==> src/rtl/mmio_pkg.sv <==
// Shared constants for the MMIO hub: register offsets within the MMIO window,
// EVENT word field positions and the registered read-source select encoding.
package mmio_pkg;

   // These offsets are added to N_OUT, the output registers occupy 0..N_OUT-1
   localparam int OFS_STATUS = 0;
   localparam int OFS_EVENT  = 1;
   localparam int OFS_LEVEL  = 2;

   localparam int EV_VALID   = 31;
   localparam int EV_OVF     = 30;
   localparam int EV_CNT_LSB = 16;
   localparam int EV_CNT_W   = 8;
   localparam int EV_IDX_W   = 4;

   typedef enum logic [2:0] {
      SEL_RAM,
      SEL_OUT,
      SEL_STATUS,
      SEL_EVENT,
      SEL_LEVEL,
      SEL_ZERO
   } sel_t;

endpackage

==> src/rtl/mmio_debounce.sv <==
// One button: two-flop synchroniser followed by a stability counter that only
// lets the debounced level follow the input after DEBOUNCE_CYC disagreeing cycles.
module mmio_debounce #(
   parameter int DEBOUNCE_CYC = 1000000
)(
   input  logic clock,
   input  logic reset,
   input  logic raw,
   output logic level
);

   localparam int CNT_W = $clog2(DEBOUNCE_CYC + 1);

   logic             sync1;
   logic             sync2;
   logic [CNT_W-1:0] cnt;

   // Counter restarts on any agreeing sample, so only an unbroken run flips the level
   always_ff @(posedge clock) begin
      if (reset) begin
         sync1 <= 1'b0;
         sync2 <= 1'b0;
         cnt   <= '0;
         level <= 1'b0;
      end else begin
         sync1 <= raw;
         sync2 <= sync1;
         if (sync2 == level) begin
            cnt <= '0;
         end else if (cnt == CNT_W'(DEBOUNCE_CYC - 1)) begin
            level <= sync2;
            cnt   <= '0;
         end else begin
            cnt <= cnt + CNT_W'(1);
         end
      end
   end

endmodule

==> src/rtl/mmio_hub.sv <==
// Decodes dmem accesses to RAM or an MMIO window (output regs, status, event, levels).
// Define MMIO_EVENT_FIFO_EN to build the button event FIFO; otherwise EVENT mirrors the levels.
module mmio_hub
   import mmio_pkg::*;
#(
   parameter int                ADDR_W       = 12,
   parameter int                DATA_W       = 32,
   parameter logic [ADDR_W-1:0] MMIO_BASE    = ADDR_W'(12'hF00),
   parameter int                N_OUT        = 4,
   parameter int                N_BTN        = 5,
   parameter int                FIFO_DEPTH   = 8,
   parameter int                DEBOUNCE_CYC = 1000000
)(
   input  logic                    clock,
   input  logic                    reset,
   input  logic                    wren,
   input  logic                    rden,
   input  logic [ADDR_W-1:0]       address_dmem,
   input  logic [DATA_W-1:0]       data,
   output logic [DATA_W-1:0]       q_dmem,
   output logic                    ram_wEn,
   output logic [ADDR_W-1:0]       ram_addr,
   output logic [DATA_W-1:0]       ram_dataIn,
   input  logic [DATA_W-1:0]       ram_dataOut,
   input  logic [N_BTN-1:0]        btn_raw,
   input  logic [DATA_W-1:0]       status_in,
   output logic [N_OUT*DATA_W-1:0] out_regs
);

   logic [ADDR_W-1:0] offset;
   logic              is_mmio;
   sel_t              sel;
   sel_t              sel_q;
   logic [DATA_W-1:0] out_q [N_OUT];
   logic [DATA_W-1:0] mmio_d;
   logic [DATA_W-1:0] mmio_q;
   logic [DATA_W-1:0] ev_word;
   logic [N_BTN-1:0]  level;
   logic              ev_read;

   assign offset     = address_dmem - MMIO_BASE;
   assign is_mmio    = address_dmem >= MMIO_BASE;
   assign ram_addr   = address_dmem;
   assign ram_dataIn = data;
   assign ram_wEn    = wren & ~is_mmio;
   assign ev_read    = rden && (sel == SEL_EVENT);

   for (genvar i = 0; i < N_BTN; i++) begin : g_btn
      mmio_debounce #(.DEBOUNCE_CYC(DEBOUNCE_CYC)) u_debounce (
         .clock (clock),
         .reset (reset),
         .raw   (btn_raw[i]),
         .level (level[i])
      );
   end

   for (genvar k = 0; k < N_OUT; k++) begin : g_out
      assign out_regs[k*DATA_W +: DATA_W] = out_q[k];
   end

   always_comb begin
      sel = SEL_RAM;
      if (is_mmio) begin
         if (offset < ADDR_W'(N_OUT))                        sel = SEL_OUT;
         else if (offset == ADDR_W'(N_OUT + OFS_STATUS))     sel = SEL_STATUS;
         else if (offset == ADDR_W'(N_OUT + OFS_EVENT))      sel = SEL_EVENT;
         else if (offset == ADDR_W'(N_OUT + OFS_LEVEL))      sel = SEL_LEVEL;
         else                                                sel = SEL_ZERO;
      end
   end

   always_comb begin
      mmio_d = '0;
      case (sel)
         SEL_OUT: begin
            for (int k = 0; k < N_OUT; k++)
               if (offset == ADDR_W'(k)) mmio_d = out_q[k];
         end
         SEL_STATUS: mmio_d = status_in;
         SEL_EVENT:  mmio_d = ev_word;
         SEL_LEVEL:  mmio_d = DATA_W'(level);
         default:    mmio_d = '0;
      endcase
   end

   // MMIO read data is captured in the address cycle so it lines up with the synchronous RAM
   always_ff @(posedge clock) begin
      if (reset) begin
         sel_q  <= SEL_ZERO;
         mmio_q <= '0;
         for (int k = 0; k < N_OUT; k++) out_q[k] <= '0;
      end else begin
         if (rden) begin
            sel_q  <= sel;
            mmio_q <= mmio_d;
         end
         if (wren && sel == SEL_OUT) begin
            for (int k = 0; k < N_OUT; k++)
               if (offset == ADDR_W'(k)) out_q[k] <= data;
         end
      end
   end

   assign q_dmem = (sel_q == SEL_RAM) ? ram_dataOut : mmio_q;

`ifdef MMIO_EVENT_FIFO_EN
   localparam int PTR_W = $clog2(FIFO_DEPTH);
   localparam int CNT_W = PTR_W + 1;

   logic [EV_IDX_W-1:0] fifo_mem [FIFO_DEPTH];
   logic [PTR_W-1:0]    wr_ptr;
   logic [PTR_W-1:0]    rd_ptr;
   logic [CNT_W-1:0]    count;
   logic [N_BTN-1:0]    level_q;
   logic [N_BTN-1:0]    pending;
   logic [N_BTN-1:0]    rise;
   logic [N_BTN-1:0]    clear;
   logic [EV_IDX_W-1:0] push_idx;
   logic                push;
   logic                pop;
   logic                ovf;

   assign rise = level & ~level_q;
   assign pop  = ev_read && (count != '0);

   // A pop frees a slot in the same cycle, so a full FIFO still accepts a push then
   always_comb begin
      push_idx = '0;
      push     = 1'b0;
      clear    = '0;
      for (int i = N_BTN - 1; i >= 0; i--)
         if (pending[i]) push_idx = EV_IDX_W'(i);
      if ((pending != '0) && ((count != CNT_W'(FIFO_DEPTH)) || pop)) begin
         push  = 1'b1;
         clear = N_BTN'(1) << push_idx;
      end
   end

   always_comb begin
      ev_word                               = '0;
      ev_word[EV_VALID]                     = (count != '0);
      ev_word[EV_OVF]                       = ovf;
      ev_word[EV_CNT_LSB +: EV_CNT_W]       = EV_CNT_W'(count);
      if (count != '0) ev_word[EV_IDX_W-1:0] = fifo_mem[rd_ptr];
   end

   always_ff @(posedge clock) begin
      if (reset) begin
         wr_ptr  <= '0;
         rd_ptr  <= '0;
         count   <= '0;
         level_q <= '0;
         pending <= '0;
         ovf     <= 1'b0;
      end else begin
         level_q <= level;
         pending <= (pending & ~clear) | rise;
         ovf     <= (ovf & ~ev_read) | (|(rise & pending & ~clear));
         if (push) wr_ptr <= wr_ptr + PTR_W'(1);
         if (pop)  rd_ptr <= rd_ptr + PTR_W'(1);
         count   <= count + CNT_W'(push) - CNT_W'(pop);
      end
   end

   always_ff @(posedge clock) begin
      if (push) fifo_mem[wr_ptr] <= push_idx;
   end
`else
   always_comb begin
      ev_word                = '0;
      ev_word[EV_VALID]      = |level;
      ev_word[N_BTN-1:0]     = level;
   end
`endif

endmodule
==> config.mk <==
export PLATFORM = sky130hd
export DESIGN_NAME = mmio_hub
export DESIGN_NICKNAME = d
export VERILOG_FILES = /design/src/rtl/mmio_pkg.sv /design/src/rtl/mmio_debounce.sv /design/src/rtl/mmio_hub.sv
export SDC_FILE = /design/constraint.sdc
export NUM_CORES = 1
export LEC_CHECK = 0
export CAP_MARGIN = 20
export CORE_MARGIN = 3
export CORE_UTILIZATION = 55
export CTS_BUF_LIST = sky130_fd_sc_hd__clkbuf_8
export DETAILED_ROUTE_END_ITERATION = 8
export PLACE_DENSITY = 0.88
export SLEW_MARGIN = 20
export SYNTH_ARGS = -nofsm -noshare
export SYNTH_HDL_FRONTEND = slang
export SYNTH_HIERARCHICAL = 1
export SYNTH_SLANG_ARGS = --single-unit
export TNS_END_PERCENT = 100
==> constraint.sdc <==
create_clock -name clock -period 6.4 [get_ports clock]
set_clock_uncertainty 0.1 [all_clocks]
set_input_delay 1.28 -clock clock [delete_from_list [all_inputs] [get_ports clock]]
set_output_delay 1.28 -clock clock [all_outputs]
set_load 0.005 [all_outputs]
Word level (Yosys, flattened, before mapping). Memory sizes are Yosys's and may differ from the RTL's. Index checks and enable logic that the tools add are counted. W data, S select, Z words.

Memories: 1. Memory bits (writable): 128. Flip-flop bits (word level): 150. Bits of input ports: 117.

Bitwise operators: 11. Muxes and demuxes: 33. Magnitude comparators: 2. Add/subtract/negate cells: 6. Equality and inequality tests: 20. Reduce and logical (&&, ||, !) cells: 14.

Memory list: out_q (depth 4, width 32, read ports 4, clocked after Yosys merged registers in 0, wr ports 4, line mmio_hub.sv:34) `logic [DATA_W-1:0] out_q [N_OUT];`.

Operators by type and width (number): $mux W32 (9); $pmux W32 S4 (1); $add A20 B1 Y20 const B (5); $eq A20 B20 Y1 const B (5); $eq A12 B3 Y1 const B (3); $eq A12 B2 Y1 const B (2); $mux W1 (19); $reduce_or A3 Y1 (5); $eq A12 B1 Y1 const B (1); $ge A12 B12 Y1 const B (1); $logic_not A12 Y1 (1); $lt A12 B3 Y1 const B (1); $mux W3 (4); $sub A12 B12 Y12 const B (1); $reduce_and A2 Y1 (5); $eq A3 B2 Y1 const B (2); $not A1 Y1 (6); $eq A1 B1 Y1 (5); $reduce_or A5 Y1 (1); $or A1 B1 Y1 (4); $eq A3 B1 Y1 const B (1); $eq A3 B3 Y1 const B (1); $logic_not A3 Y1 (1); $and A1 B1 Y1 (1); $logic_and A1 B1 Y1 (1).

Longest topological paths before layout.
Depth in word-level cells: 13. Depth in mapped cells: 6. Gate-level depth less buffers: 5.

By module. The synthesis kept the hierarchy.

By module, submodules not included: mmio_hub (cells an instance 586, area each 7923.8 sq um, instances 1); mmio_debounce (cells an instance 117, area each 1023.5 sq um, instances 5).

Least setup slack after synthesis. No wires, ideal clock.

Path type: input-to-reg. Start: input address_dmem[7]. End: memory out_q[0][0], enable pin. Required time: 5.910 ns. Arrival: 3.305 ns. Stages: 5. Path slack: 2.605 ns. Cells stage by stage: or4_1 -> buf_4 -> nor4_4 -> buf_6 -> a41o_1.

RTL lines: start: declaration (line mmio_hub.sv:18) `input logic [ADDR_W-1:0] address_dmem,`; end: declaration (line mmio_hub.sv:34).

Worst setup path in the final report.
Start: input address_dmem[10]. End: output ram_wEn.

Word-level cells in the longest chain between the ends: 3.

RTL lines: $ge A12 B12 Y1 (line mmio_hub.sv:42) `assign is_mmio = address_dmem >= MMIO_BASE;`; $not A1 Y1 (line mmio_hub.sv:45) `assign ram_wEn = wren & ~is_mmio;`; $and A1 B1 Y1 (line mmio_hub.sv:45); end: declaration (line mmio_hub.sv:21) `output logic ram_wEn,`.

No other way between the ends.

==> impl_metrics.csv <==
group,metric,value,unit
run_status,status,"complete, no violations",
synthesis,async_flop_share,0,%
grt,grt_pass1_wl,57950,µm
cts,tritoncts,"built",
synthesis,synthFlopType,"dfxtp_1",
synthesis,syn_area,13040,µm²
worst_setup_path,critPathLaunchType,"input pin",
worst_setup_path,critical_path_class,"in2out",
floorplanning,dieWidth,160.0,µm
synthesis,synth.area.top_cells,"edfxtp_1 29%, dfxtp_1 23%, and2_1 6.9%, mux4_2 5.4%, nor2_1 3.1%",
worst_setup_path,path_max_fanout,7,
placed_design,finalWeightedCongestion,0.9046,
pwr,power_frac_comb,10.8,%
cts,cts-root-buf,"clkbuf_8",
synthesis,syn_inst,1171,
sta,min_period,4.255,ns
layout,final_cell_mix,"318 x clkdlybuf4s50_1, 150 x dfxtp_1, 144 x and2_1, 128 x edfxtp_1, 108 x nor2_1",
synthesis,netlist-cell-type-count,52,
pwr,pwr-share-clk,38.1,%
floorplanning,rows,55,
synthesis,ys_seq_elements,278,
worst_setup_path,arrival,2.88,ns
synthesis,syn-num-nets,1293,
synthesis,synth_edf_count,128,
min_path,hold_class,"reg2reg",
cts,cts.reportedPaths.clkPinSlew,0.06,ns
detailed_routing,first_iter_violations,644,
cts,cts_buffers,46,
layout,drive_gt1_share,11.63,%
cts,cts.repair.resized,0,
synthesis,netlist.area_leader.share,29.47,%
detailed_routing,drt-total-wl,37650,µm
worst_setup_path,cp_common_cell,"clkdlybuf4s50_1",
layout,fin_nets,1581,
sta,period_share,66.49,%
layout,final_common_cell,"clkdlybuf4s50_1",
pwr,seqPwrFrac,51.1,%
grt,antenna_found_initial,0,
sta,fmax,235.0,MHz
grt,grt_use_total,28.61,%
detailed_routing,route.detailed.drc,0,
sta,finalSetupViolCount,0,
detailed_routing,viasPerCell,5.826,
pwr,sw_frac_of_total,23.79,%
grt,grt_pass1_vias,10460,
floorplanning,core_area,22980,µm²
job,cap_violations,0,
floorplanning,start_util,56.74,%
cts,hold_buffers,0,
sta,finalHoldViolCount,0,
worst_setup_path,critPathCaptureType,"primary output",
worst_setup_path,critical-path-top-delay-family,"buffers and inverters",
sta,holdWs,0.3511,ns
synthesis,ys_warn_count,6,
layout,areaGrowthSynthToFinish,30.20,%
sta,drv_slew,0,
synthesis,syn_avg_cell_area,11.14,µm²
placed_design,portBuffers,321,
floorplanning,num_io_pins,322,
worst_setup_path,cpPeakStageDelay,0.51,ns
cts,cts_sinks,278,
pwr,pwr_density_cell,225.1,nW/µm²
cts,clockBufferDepth,3,
pwr,ir_worst_vdd,0.1783,mV
detailed_routing,dr.pass1.iters,5,
detailed_routing,vias,10490,
layout,multiInputGateArea,5497,µm²
worst_setup_path,critPathSlowestCell,"clkdlybuf4s50_1",
cts,post_cts_buffers,0,
sta,maxSlewHeadroom,34.04,%
grt,gr-total-overflow,0,
layout,fillers,1591,
worst_setup_path,cp_data_required_time,5.02,ns
placed_design,detailed_place_hpwl,26670,µm
pwr,net-switching-power,0.9093,mW
cts,ctsHtreeMaxLevel,2,
worst_setup_path,path_buf_inv,2,
layout,layout.area.seq,6847,µm²
worst_setup_path,path_cells,"clkdlybuf4s50_1, nand4_1, and2_1, clkdlybuf4s50_1",
sta,tns,0,ns
floorplanning,fp.dieArea,25600,µm²
synthesis,seq_area_frac_synth,52.50,%
layout,antennaDiodeCount,0,
synthesis,synth_top_area_cell,"edfxtp_1",
floorplanning,die_height,160.0,µm
detailed_routing,wl_per_cell,20.92,µm
sta,rsz0062_at_grt,"false",
detailed_routing,detail-route-antenna-nets,0,
grt,grt_max_degree,61,
pwr,cell_internal_pwr,2.913,mW
cts,clk_latency,0.59,ns
sta,worst_slew_pin_slew,0.9895,ns
pwr,power_leakage,5.747,nW
## metal layers
layer | GRT usage, % | share of wire [%]
met1 | 35.55 | 39
met2 | 47.14 | 48
met3 | 9.572 | 9.9
met4 | 9.704 | 3.0
met5 | 0 | 0
## final timing paths
path                                         startpoint                                      to  slack [ns]  depth (start not counted)
setup / recovery                       address_dmem[10]                                 ram_wEn        2.14                          4
hold / removal     g_btn[4].u_debounce/sync1$_SDFF_PP0_    g_btn[4].u_debounce/sync2$_SDFF_PP0_        0.35                          1
setup reg to reg  g_btn[2].u_debounce/cnt[0]$_SDFF_PP0_  g_btn[2].u_debounce/cnt[18]$_SDFF_PP0_        4.53                          5
hold reg to reg    g_btn[4].u_debounce/sync1$_SDFF_PP0_    g_btn[4].u_debounce/sync2$_SDFF_PP0_        0.35                          1
## power by group through the flow
stage	registers, mW	clock network, mW	logic (mW)
finish	1.95	1.46	0.412
global route	1.96	1.56	0.435
CTS	1.95	1.48	0.413
detailed placement	1.99	0	0.409
global placement	1.99	0	0.403
floorplan	1.98	0	0.147
## sequential cells by signal, indices dropped and copies added, names as in the netlist
register                flops
sel_q                       3
out_q                     128
mmio_q                     32
g_btn.u_debounce/sync2      5
g_btn.u_debounce/sync1      5
g_btn.u_debounce/cnt      100
g_btn.u_debounce/level      5
## layout make-up
cell class / instances / share of cell area (%)
clock buffer: 53 / 4.296
clock inverter: 23 / 0.7000
inverter: 15 / 0.3316
multi-input combinational: 778 / 32.37
sequential: 278 / 40.32
tap: 313 / 2.306
timing repair buffer: 340 / 19.67
## kinds of logic after synthesis
kind of cell    synth area share (%)
buf+inv                        5.526
mux                            8.280
xor+xnor                       4.097
simple gates                   22.09
fa+ha+maj                     0.4797
compound gates                 7.032
flops                          52.50
## cell usage after synthesis, types with 3 or more instances
library cell  number
xor2_1            35
a221oi_1          27
nand3_2            5
xnor2_1           26
or4_1             22
a41o_1             3
a211oi_1           6
nor2_1           109
dfxtp_1          150
a21oi_1           44
nor4_1            15
o21ai_0           21
nand2_1           46
edfxtp_1         128
o31ai_1           21
nor3_1            34
mux4_2            31
o21ai_1            5
nor4bb_1           5
or3_1             20
ha_1               5
buf_2             16
inv_1             15
nand3_1           41
and4_1            11
mux2_2            33
buf_4             52
buf_6              4
nor2b_1           12
or4b_4             5
and3_1            10
and2_1           144
clkbuf_1          20
nand4_1           27
## metrics by stage
step	setup WS (ns)	area [µm²]	cells	util (%)	power, mW
floorplan	2.605	13040	1171	-	2.125
global placement	1.989	16130	1724	70.19	2.391
finish	2.145	16980	1800	73.88	3.823
CTS	2.126	16980	1800	73.88	3.843
detailed placement	1.948	16130	1724	70.19	2.399
global route	2.040	16980	1800	73.88	3.952
Power figures use the tool's default switching activity.
